`config.mk`:
```
export PLATFORM = sky130hd
export DESIGN_NAME = div_sgn_seq
export DESIGN_NICKNAME = d
export VERILOG_FILES = /design/src/rtl/div_sgn_pkg.sv /design/src/rtl/div_sgn_step.sv /design/src/rtl/div_sgn_seq.sv
export SDC_FILE = /design/constraint.sdc
export NUM_CORES = 1
export LEC_CHECK = 0
export CORE_ASPECT_RATIO = 1.4
export CORE_UTILIZATION = 40
export CTS_BUF_LIST = sky130_fd_sc_hd__clkbuf_2
export DETAILED_ROUTE_END_ITERATION = 8
export MAX_ROUTING_LAYER = met4
export PLACE_DENSITY = 0.58
export SLEW_MARGIN = 5
export SYNTH_ARGS = -nofsm -noshare
export SYNTH_HDL_FRONTEND = slang
export SYNTH_SLANG_ARGS = --single-unit
```
`constraint.sdc`:
```
create_clock -name clk_i -period 3.71 [get_ports clk_i]
set_input_delay 0.5565 -clock clk_i [delete_from_list [all_inputs] [get_ports clk_i]]
set_output_delay 0.5565 -clock clk_i [all_outputs]
set_load 0.02 [all_outputs]
```
`src/rtl/div_sgn_pkg.sv`:
```
// Shared types and helpers for the sequential signed divider.
// Build option: DIV_SGN_SEQ_EARLY_OUT_EN (consumed by div_sgn_seq).
package div_sgn_pkg;

    typedef enum logic [2:0] {
        IDLE = 3'd0,
        PREP = 3'd1,
        ITER = 3'd2,
        FIX  = 3'd3,
        DONE = 3'd4
    } state_e;

    // Width of an iteration counter that must hold n-1.
    function automatic int cnt_w(input int n);
        return (n < 2) ? 1 : $clog2(n);
    endfunction

    // Two's complement negation when neg is set; callers widen to 64 bits and truncate back.
    function automatic logic [63:0] negate_if(input logic [63:0] x, input logic neg);
        return neg ? (~x + 64'd1) : x;
    endfunction

endpackage

```
`src/rtl/div_sgn_step.sv`:
```
// One restoring-division step on magnitudes: shift in the next dividend bit, subtract if it fits.
module div_sgn_step #(
    parameter int widthD = 8
) (
    input  logic [widthD-1:0] i_rem,
    input  logic [widthD-1:0] i_dMag,
    input  logic              i_bit,
    output logic [widthD-1:0] o_rem,
    output logic              o_qBit
);

    logic [widthD:0] w_shift;

    // The incoming remainder is always below |D|, so the shifted value needs only one extra bit.
    assign w_shift = {i_rem, i_bit};
    assign o_qBit  = (w_shift >= {1'b0, i_dMag});
    assign o_rem   = o_qBit ? widthD'(w_shift - {1'b0, i_dMag}) : w_shift[widthD-1:0];

endmodule

```
`src/rtl/div_sgn_seq.sv`:
```
// Sequential signed divider, one quotient bit per cycle, valid/ready on both sides.
// Build option: DIV_SGN_SEQ_EARLY_OUT_EN skips iteration for dz, ovf and |N| < |D|.
module div_sgn_seq
    import div_sgn_pkg::*;
#(
    parameter int widthN = 16,
    parameter int widthD = 8
) (
    input  logic              clk_i,
    input  logic              rst_ni,
    input  logic              in_valid_i,
    output logic              in_ready_o,
    input  logic [widthN-1:0] N_i,
    input  logic [widthD-1:0] D_i,
    output logic              out_valid_o,
    input  logic              out_ready_i,
    output logic [widthN-1:0] Q_o,
    output logic [widthD-1:0] R_o,
    output logic              dz_o,
    output logic              ovf_o
);

    localparam int CW = cnt_w(widthN);

    state_e            r_state;
    logic [widthN-1:0] r_n;
    logic [widthD-1:0] r_d;
    logic [widthN-1:0] r_nMag;
    logic [widthD-1:0] r_dMag;
    logic [widthD-1:0] r_rem;
    logic [CW-1:0]     r_cnt;
    logic              r_dz;
    logic              r_ovf;
    logic              r_inReady;
    logic              r_outValid;
    logic [widthN-1:0] r_qOut;
    logic [widthD-1:0] r_rOut;
    logic              r_dzOut;
    logic              r_ovfOut;

    logic [widthN-1:0] w_nMag;
    logic [widthD-1:0] w_dMag;
    logic              w_dz;
    logic              w_ovf;
    logic [widthD-1:0] w_stepRem;
    logic              w_qBit;
    logic [widthN-1:0] w_qSigned;
    logic [widthD-1:0] w_rSigned;

    // Magnitude of the most-negative N wraps to itself, which is exact as an unsigned value.
    assign w_nMag    = widthN'(negate_if(64'(r_n), r_n[widthN-1]));
    assign w_dMag    = widthD'(negate_if(64'(r_d), r_d[widthD-1]));
    assign w_dz      = (r_d == '0);
    assign w_ovf     = (r_n == {1'b1, {(widthN-1){1'b0}}}) && (r_d == '1);
    assign w_qSigned = widthN'(negate_if(64'(r_nMag), r_n[widthN-1] ^ r_d[widthD-1]));
    assign w_rSigned = widthD'(negate_if(64'(r_rem), r_n[widthN-1]));

`ifdef DIV_SGN_SEQ_EARLY_OUT_EN
    logic w_small;
    assign w_small = (widthN'(w_dMag) > w_nMag);
`endif

    div_sgn_step #(
        .widthD (widthD)
    ) u_step (
        .i_rem  (r_rem),
        .i_dMag (r_dMag),
        .i_bit  (r_nMag[widthN-1]),
        .o_rem  (w_stepRem),
        .o_qBit (w_qBit)
    );

    // r_nMag doubles as the quotient register: dividend bits leave at the top, quotient bits enter at the bottom.
    always_ff @(posedge clk_i or negedge rst_ni) begin
        if (!rst_ni) begin
            r_state    <= IDLE;
            r_n        <= '0;
            r_d        <= '0;
            r_nMag     <= '0;
            r_dMag     <= '0;
            r_rem      <= '0;
            r_cnt      <= '0;
            r_dz       <= 1'b0;
            r_ovf      <= 1'b0;
            r_inReady  <= 1'b1;
            r_outValid <= 1'b0;
            r_qOut     <= '0;
            r_rOut     <= '0;
            r_dzOut    <= 1'b0;
            r_ovfOut   <= 1'b0;
        end else begin
            case (r_state)
                IDLE: begin
                    if (in_valid_i) begin
                        r_n       <= N_i;
                        r_d       <= D_i;
                        r_inReady <= 1'b0;
                        r_state   <= PREP;
                    end
                end
                PREP: begin
                    r_nMag <= w_nMag;
                    r_dMag <= w_dMag;
                    r_rem  <= '0;
                    r_dz   <= w_dz;
                    r_ovf  <= w_ovf;
                    r_cnt  <= CW'(widthN - 1);
`ifdef DIV_SGN_SEQ_EARLY_OUT_EN
                    if (w_dz || w_ovf || w_small) begin
                        r_nMag  <= '0;
                        r_rem   <= w_nMag[widthD-1:0];
                        r_state <= FIX;
                    end else begin
                        r_state <= ITER;
                    end
`else
                    r_state <= ITER;
`endif
                end
                ITER: begin
                    r_rem  <= w_stepRem;
                    r_nMag <= {r_nMag[widthN-2:0], w_qBit};
                    if (r_cnt == '0) begin
                        r_state <= FIX;
                    end else begin
                        r_cnt <= r_cnt - 1'b1;
                    end
                end
                FIX: begin
                    if (r_dz) begin
                        r_qOut <= '1;
                        r_rOut <= r_n[widthD-1:0];
                    end else if (r_ovf) begin
                        r_qOut <= r_n;
                        r_rOut <= '0;
                    end else begin
                        r_qOut <= w_qSigned;
                        r_rOut <= w_rSigned;
                    end
                    r_dzOut    <= r_dz;
                    r_ovfOut   <= r_ovf;
                    r_outValid <= 1'b1;
                    r_state    <= DONE;
                end
                DONE: begin
                    if (out_ready_i) begin
                        r_outValid <= 1'b0;
                        r_inReady  <= 1'b1;
                        r_state    <= IDLE;
                    end
                end
                default: begin
                    r_outValid <= 1'b0;
                    r_inReady  <= 1'b1;
                    r_state    <= IDLE;
                end
            endcase
        end
    end

    assign in_ready_o  = r_inReady;
    assign out_valid_o = r_outValid;
    assign Q_o         = r_qOut;
    assign R_o         = r_rOut;
    assign dz_o        = r_dzOut;
    assign ovf_o       = r_ovfOut;

endmodule

```
==> qor_table.md <==
| Metric | Value |
| --- | --- |
| Final routed wirelength across all metal layers | 13600 um |
| Result of the run | finished clean |
| Top cells by area, synth | sky130_fd_sc_hd__dfrtp_1 (43%), sky130_fd_sc_hd__o21ai_0 (5.2%), sky130_fd_sc_hd__xnor2_1 (4.3%) |
| Number of buffers on the longest clock path | 2 |
| Min cycle time layout | 2.57 ns |
| Number of clock buffers inserted by TritonCTS | 9 |
| Mapped cell area | 5360 um2 |
| Latest clock arrival within the worst-skew pair | 0.57 ns |
| Count of final max-slew check failures | 0 |
| FILL cells | 1278 |
| Path class of the lowest-slack min-delay path | in2async |
| Number of register bits inferred by synthesis | 93 |
| First-pass GRT wire length | 22600 um |
| Leakage power total | 2.51 nW |
| Top fanout value on the critical path | 21 |
| Area inside the core boundary | 12900 um2 |
| Synthesized instance count | 577 |
| Area leader, netlist | sky130_fd_sc_hd__dfrtp_1 |
| Worst Setup End Kind | flip-flop |
| Required time of the worst setup path | 4.15 ns |
| Slew HR | 39.1% |
| Sequential cell area | 2330 um2 |
| Reg2Reg Launch Point | r_state[0] |
| Setup TNS Final | 0 ns |
| CTS H-tree depth | 3 |
| Detailed placer's ending HPWL | 10100 um |
| Buffer count from post-CTS setup fixing | 0 |
| Period utilisation layout | 69.2% |
| Maximum operating frequency | 390 MHz |
| Final setup margin | 1.14 ns |
| Total via count after detailed routing | 4364 |
| Quantity of hold-fixing buffers added after cts | 0 |
| Final setup skew | 0.0396 ns |
| Origin of the worst setup path | r_state[0] |
| Compound-cell area share of the yosys netlist | 21.1% |
| Antenna Violating Nets Remaining | 0 |
| Worst Setup Path Type | reg2reg |
| Max IR drop VDD | 0.389 mV |
| Total Routing Usage GR | 21.7% |
| Number of flops mapped to enable cells by yosys | 0 |
| Share of post-route cells with drive strength above 1 | 9.05% |
| Multi-input gate area in the final layout | 2780 um2 |
| Relative area change from synthesis to final layout | 14.8% |
| Largest family of logic cells by synthesized area | compound AO/OA/AOI/OAI gates |
| DRC violation count after routing | 0 |
| Clock tree from TritonCTS | built |
| Horizontal die dimension | 99.8 um |
| Via count of the first global-routing pass | 4379 |
| Synthesized net count | 620 |
| Worst slack at placement | 1.22 ns |
| Starting density of the core | 41.4% |
| Num rows | 49 |
| Routed wirelength normalized by instance count | 17.1 um |
| Fraction of synthesized cell area in xor and xnor cells | 7.20% |
| CP Launch Type | flip-flop |
| Clk sink count | 93 |
| Max-cap violations | 0 |
| Initial antenna violation count | 1 |
| Top Ports | 56 |
| Maximum number of pins on one net before global-route repair | 71 |
| Sequential fraction of the synthesis area | 43.5% |
| Total die area | 13900 um2 |
| Hold Vio Cnt, Final | 0 |
| Worst endpoint data arrival time | 3.01 ns |
| Adder and majority cell fraction of the synthesized area | 3.64% |
| # setup viols final | 0 |
| Global placement routability congestion | 0.867 |
| Mux cell area share after synthesis | 4.74% |
| Avg Cell Area, Syn | 9.28 um2 |
| Average via count per standard cell | 5.47 |
| First-pass DRT Iterations | 4 |
| Simple-gate share of the synthesized area | 15.3% |
| Remaining Overflow, GRT | 0 |
| Clock transition at the register clock pins on the worst setup and hold paths after CTS | 0.26 ns |
| Number of library cell types mapped by synthesis | 63 |
| Slew at the pin closest to its max-slew limit | 0.914 ns |
| Number of nets at the end of the flow | 657 |
| Root buffer cell | sky130_fd_sc_hd__clkbuf_2 |
| Area share of the largest cell type after synthesis | 43.0% |
| RSZ-0062 raised after global routing | false |
| Most common flop cell mapped by yosys | sky130_fd_sc_hd__dfrtp_1 |
| Power density cells | 1010 nW/um2 |
| Count of synthesis-stage warnings from yosys | 0 |
| Die H | 139 um |
| Number of port buffers | 55 |
| Async set or reset register ratio after synthesis | 100% |
| Number of instances resized during post-cts repair | 0 |
| Initial drt markers | 208 |
-- state kept, by name, summed over array words and instances (netlist names) --
register / count
ovf_o: 1
r_rem: 8
r_dz: 1
R_o: 8
r_state: 3
r_ovf: 1
out_valid_o: 1
Q_o: 16
r_d: 8
dz_o: 1
in_ready_o: 1
r_cnt: 4
r_dMag: 8
r_nMag: 16
r_n: 16
-- final timing paths --
check	endpoint	cells after the start	slack (ns)
setup / recovery	Q_o[7]	4	1.14
setup reg to reg	Q_o[7]	4	1.14
max in group asynchronous	r_d[3]	2	2.87
min in group clk_i	r_dMag[5]	2	0.52
hold reg to reg	r_dMag[5]	2	0.52
hold / removal	r_n[2]	1	0.04
-- cells by family (layout without fill, tap and decap cells) --
logic type | Yosys count | count (layout)
XOR/XNOR | 44 | 44
flip-flops | 93 | 93
buffers and inverters | 62 | 104
AO/OA/AOI/OAI | 174 | 174
other | 0 | 1
multiplexers | 23 | 23
AND/OR/NAND/NOR | 166 | 166
adder cells (fa/ha/maj) | 15 | 15
-- cells in the final DEF, fill, tap and decap left out, drive strengths merged, types with 3 or more instances in the layout --
cell           netlist  layout
a211oi               4       4
and3                 6       6
inv                 26      27
nor4                 5       5
mux2i                4       4
or3                 15      15
nand2               54      54
ha                  14      14
xnor2               26      26
o21ai               57      57
nand3                5       5
buf                  7       8
dfrtp               92      92
nand2b               6       6
a211o                3       3
o31ai                7       7
clkdlybuf4s50        0      54
nor3                13      13
nor2                41      41
o21a                 5       5
nor2b                5       5
or4                  4       4
a31oi                9       9
o311ai               5       5
xor2                18      18
a21o                 4       4
a22o                 5       5
clkinv               0       4
a221oi               3       3
o211ai              11      11
a22oi                9       9
o41ai                4       4
clkbuf              29      10
a21oi               38      38
mux2                19      19
-- power by group --
group	total, mW	switching (mW)	internal, mW
Sequential	2.16	0.669	1.49
Clock	0.513	0.354	0.159
Combinational	3.52	1.94	1.58
-- critical path, cell delays in order, from the launching register on --
cell and delay, ns:
sky130_fd_sc_hd__dfrtp_1 0.78, sky130_fd_sc_hd__nor2b_1 0.39, sky130_fd_sc_hd__nand2_1 0.48, sky130_fd_sc_hd__nor3_2 0.64, sky130_fd_sc_hd__a211oi_1 0.16
-- per-stage QoR --
| stage | cell area (um2) | total power, mW | std cells | util [%] | hold slack (ns) |
|---|---|---|---|---|---|
| 2_1_floorplan | 5360 | 4.62 | 577 | - | 0.261 |
| 3_3_place_gp | 6030 | 5.67 | 781 | 46.6 | 0.467 |
| 3_5_place_dp | 6030 | 5.73 | 781 | 46.6 | 0.470 |
| 4_1_cts | 6140 | 6.26 | 797 | 47.5 | 0.0707 |
| 5_1_grt | 6150 | 6.76 | 798 | 47.5 | 0.0344 |
| 6_report | 6150 | 6.20 | 798 | 47.5 | 0.0371 |
-- layout make-up --
| cell class | instances | share of cell area, % |
|---|---|---|
| flip-flops and latches | 93 | 37.9 |
| well taps | 178 | 3.62 |
| inverters | 26 | 1.59 |
| clock buffers | 10 | 0.814 |
| multi-input cells | 422 | 45.3 |
| repair buffers | 62 | 9.77 |
| diodes | 1 | 0.0407 |
| clock inverters | 6 | 1.02 |
-- cell usage after synthesis, drive strengths merged (7+ instances only) --
| cell | instances |
|---|---|
| nand2 | 54 |
| clkbuf | 29 |
| ha | 14 |
| o31ai | 7 |
| a21oi | 38 |
| buf | 7 |
| o211ai | 11 |
| mux2 | 19 |
| a31oi | 9 |
| xor2 | 18 |
| nor2 | 41 |
| o21ai | 57 |
| dfrtp | 92 |
| inv | 26 |
| nor3 | 13 |
| xnor2 | 26 |
| a22oi | 9 |
| or3 | 15 |
-- routing by layer --
layer | global-route usage, % | up-vias | share of wire [%]
li1 | - | 2143 | -
met5 | - | - | 0
met4 | 6.81 | 0 | 2.0
met3 | 3.73 | 17 | 2.7
met2 | 36.8 | 77 | 52
met1 | 25.8 | 2127 | 43
Note: power is estimated with default switching activity, not from simulation.
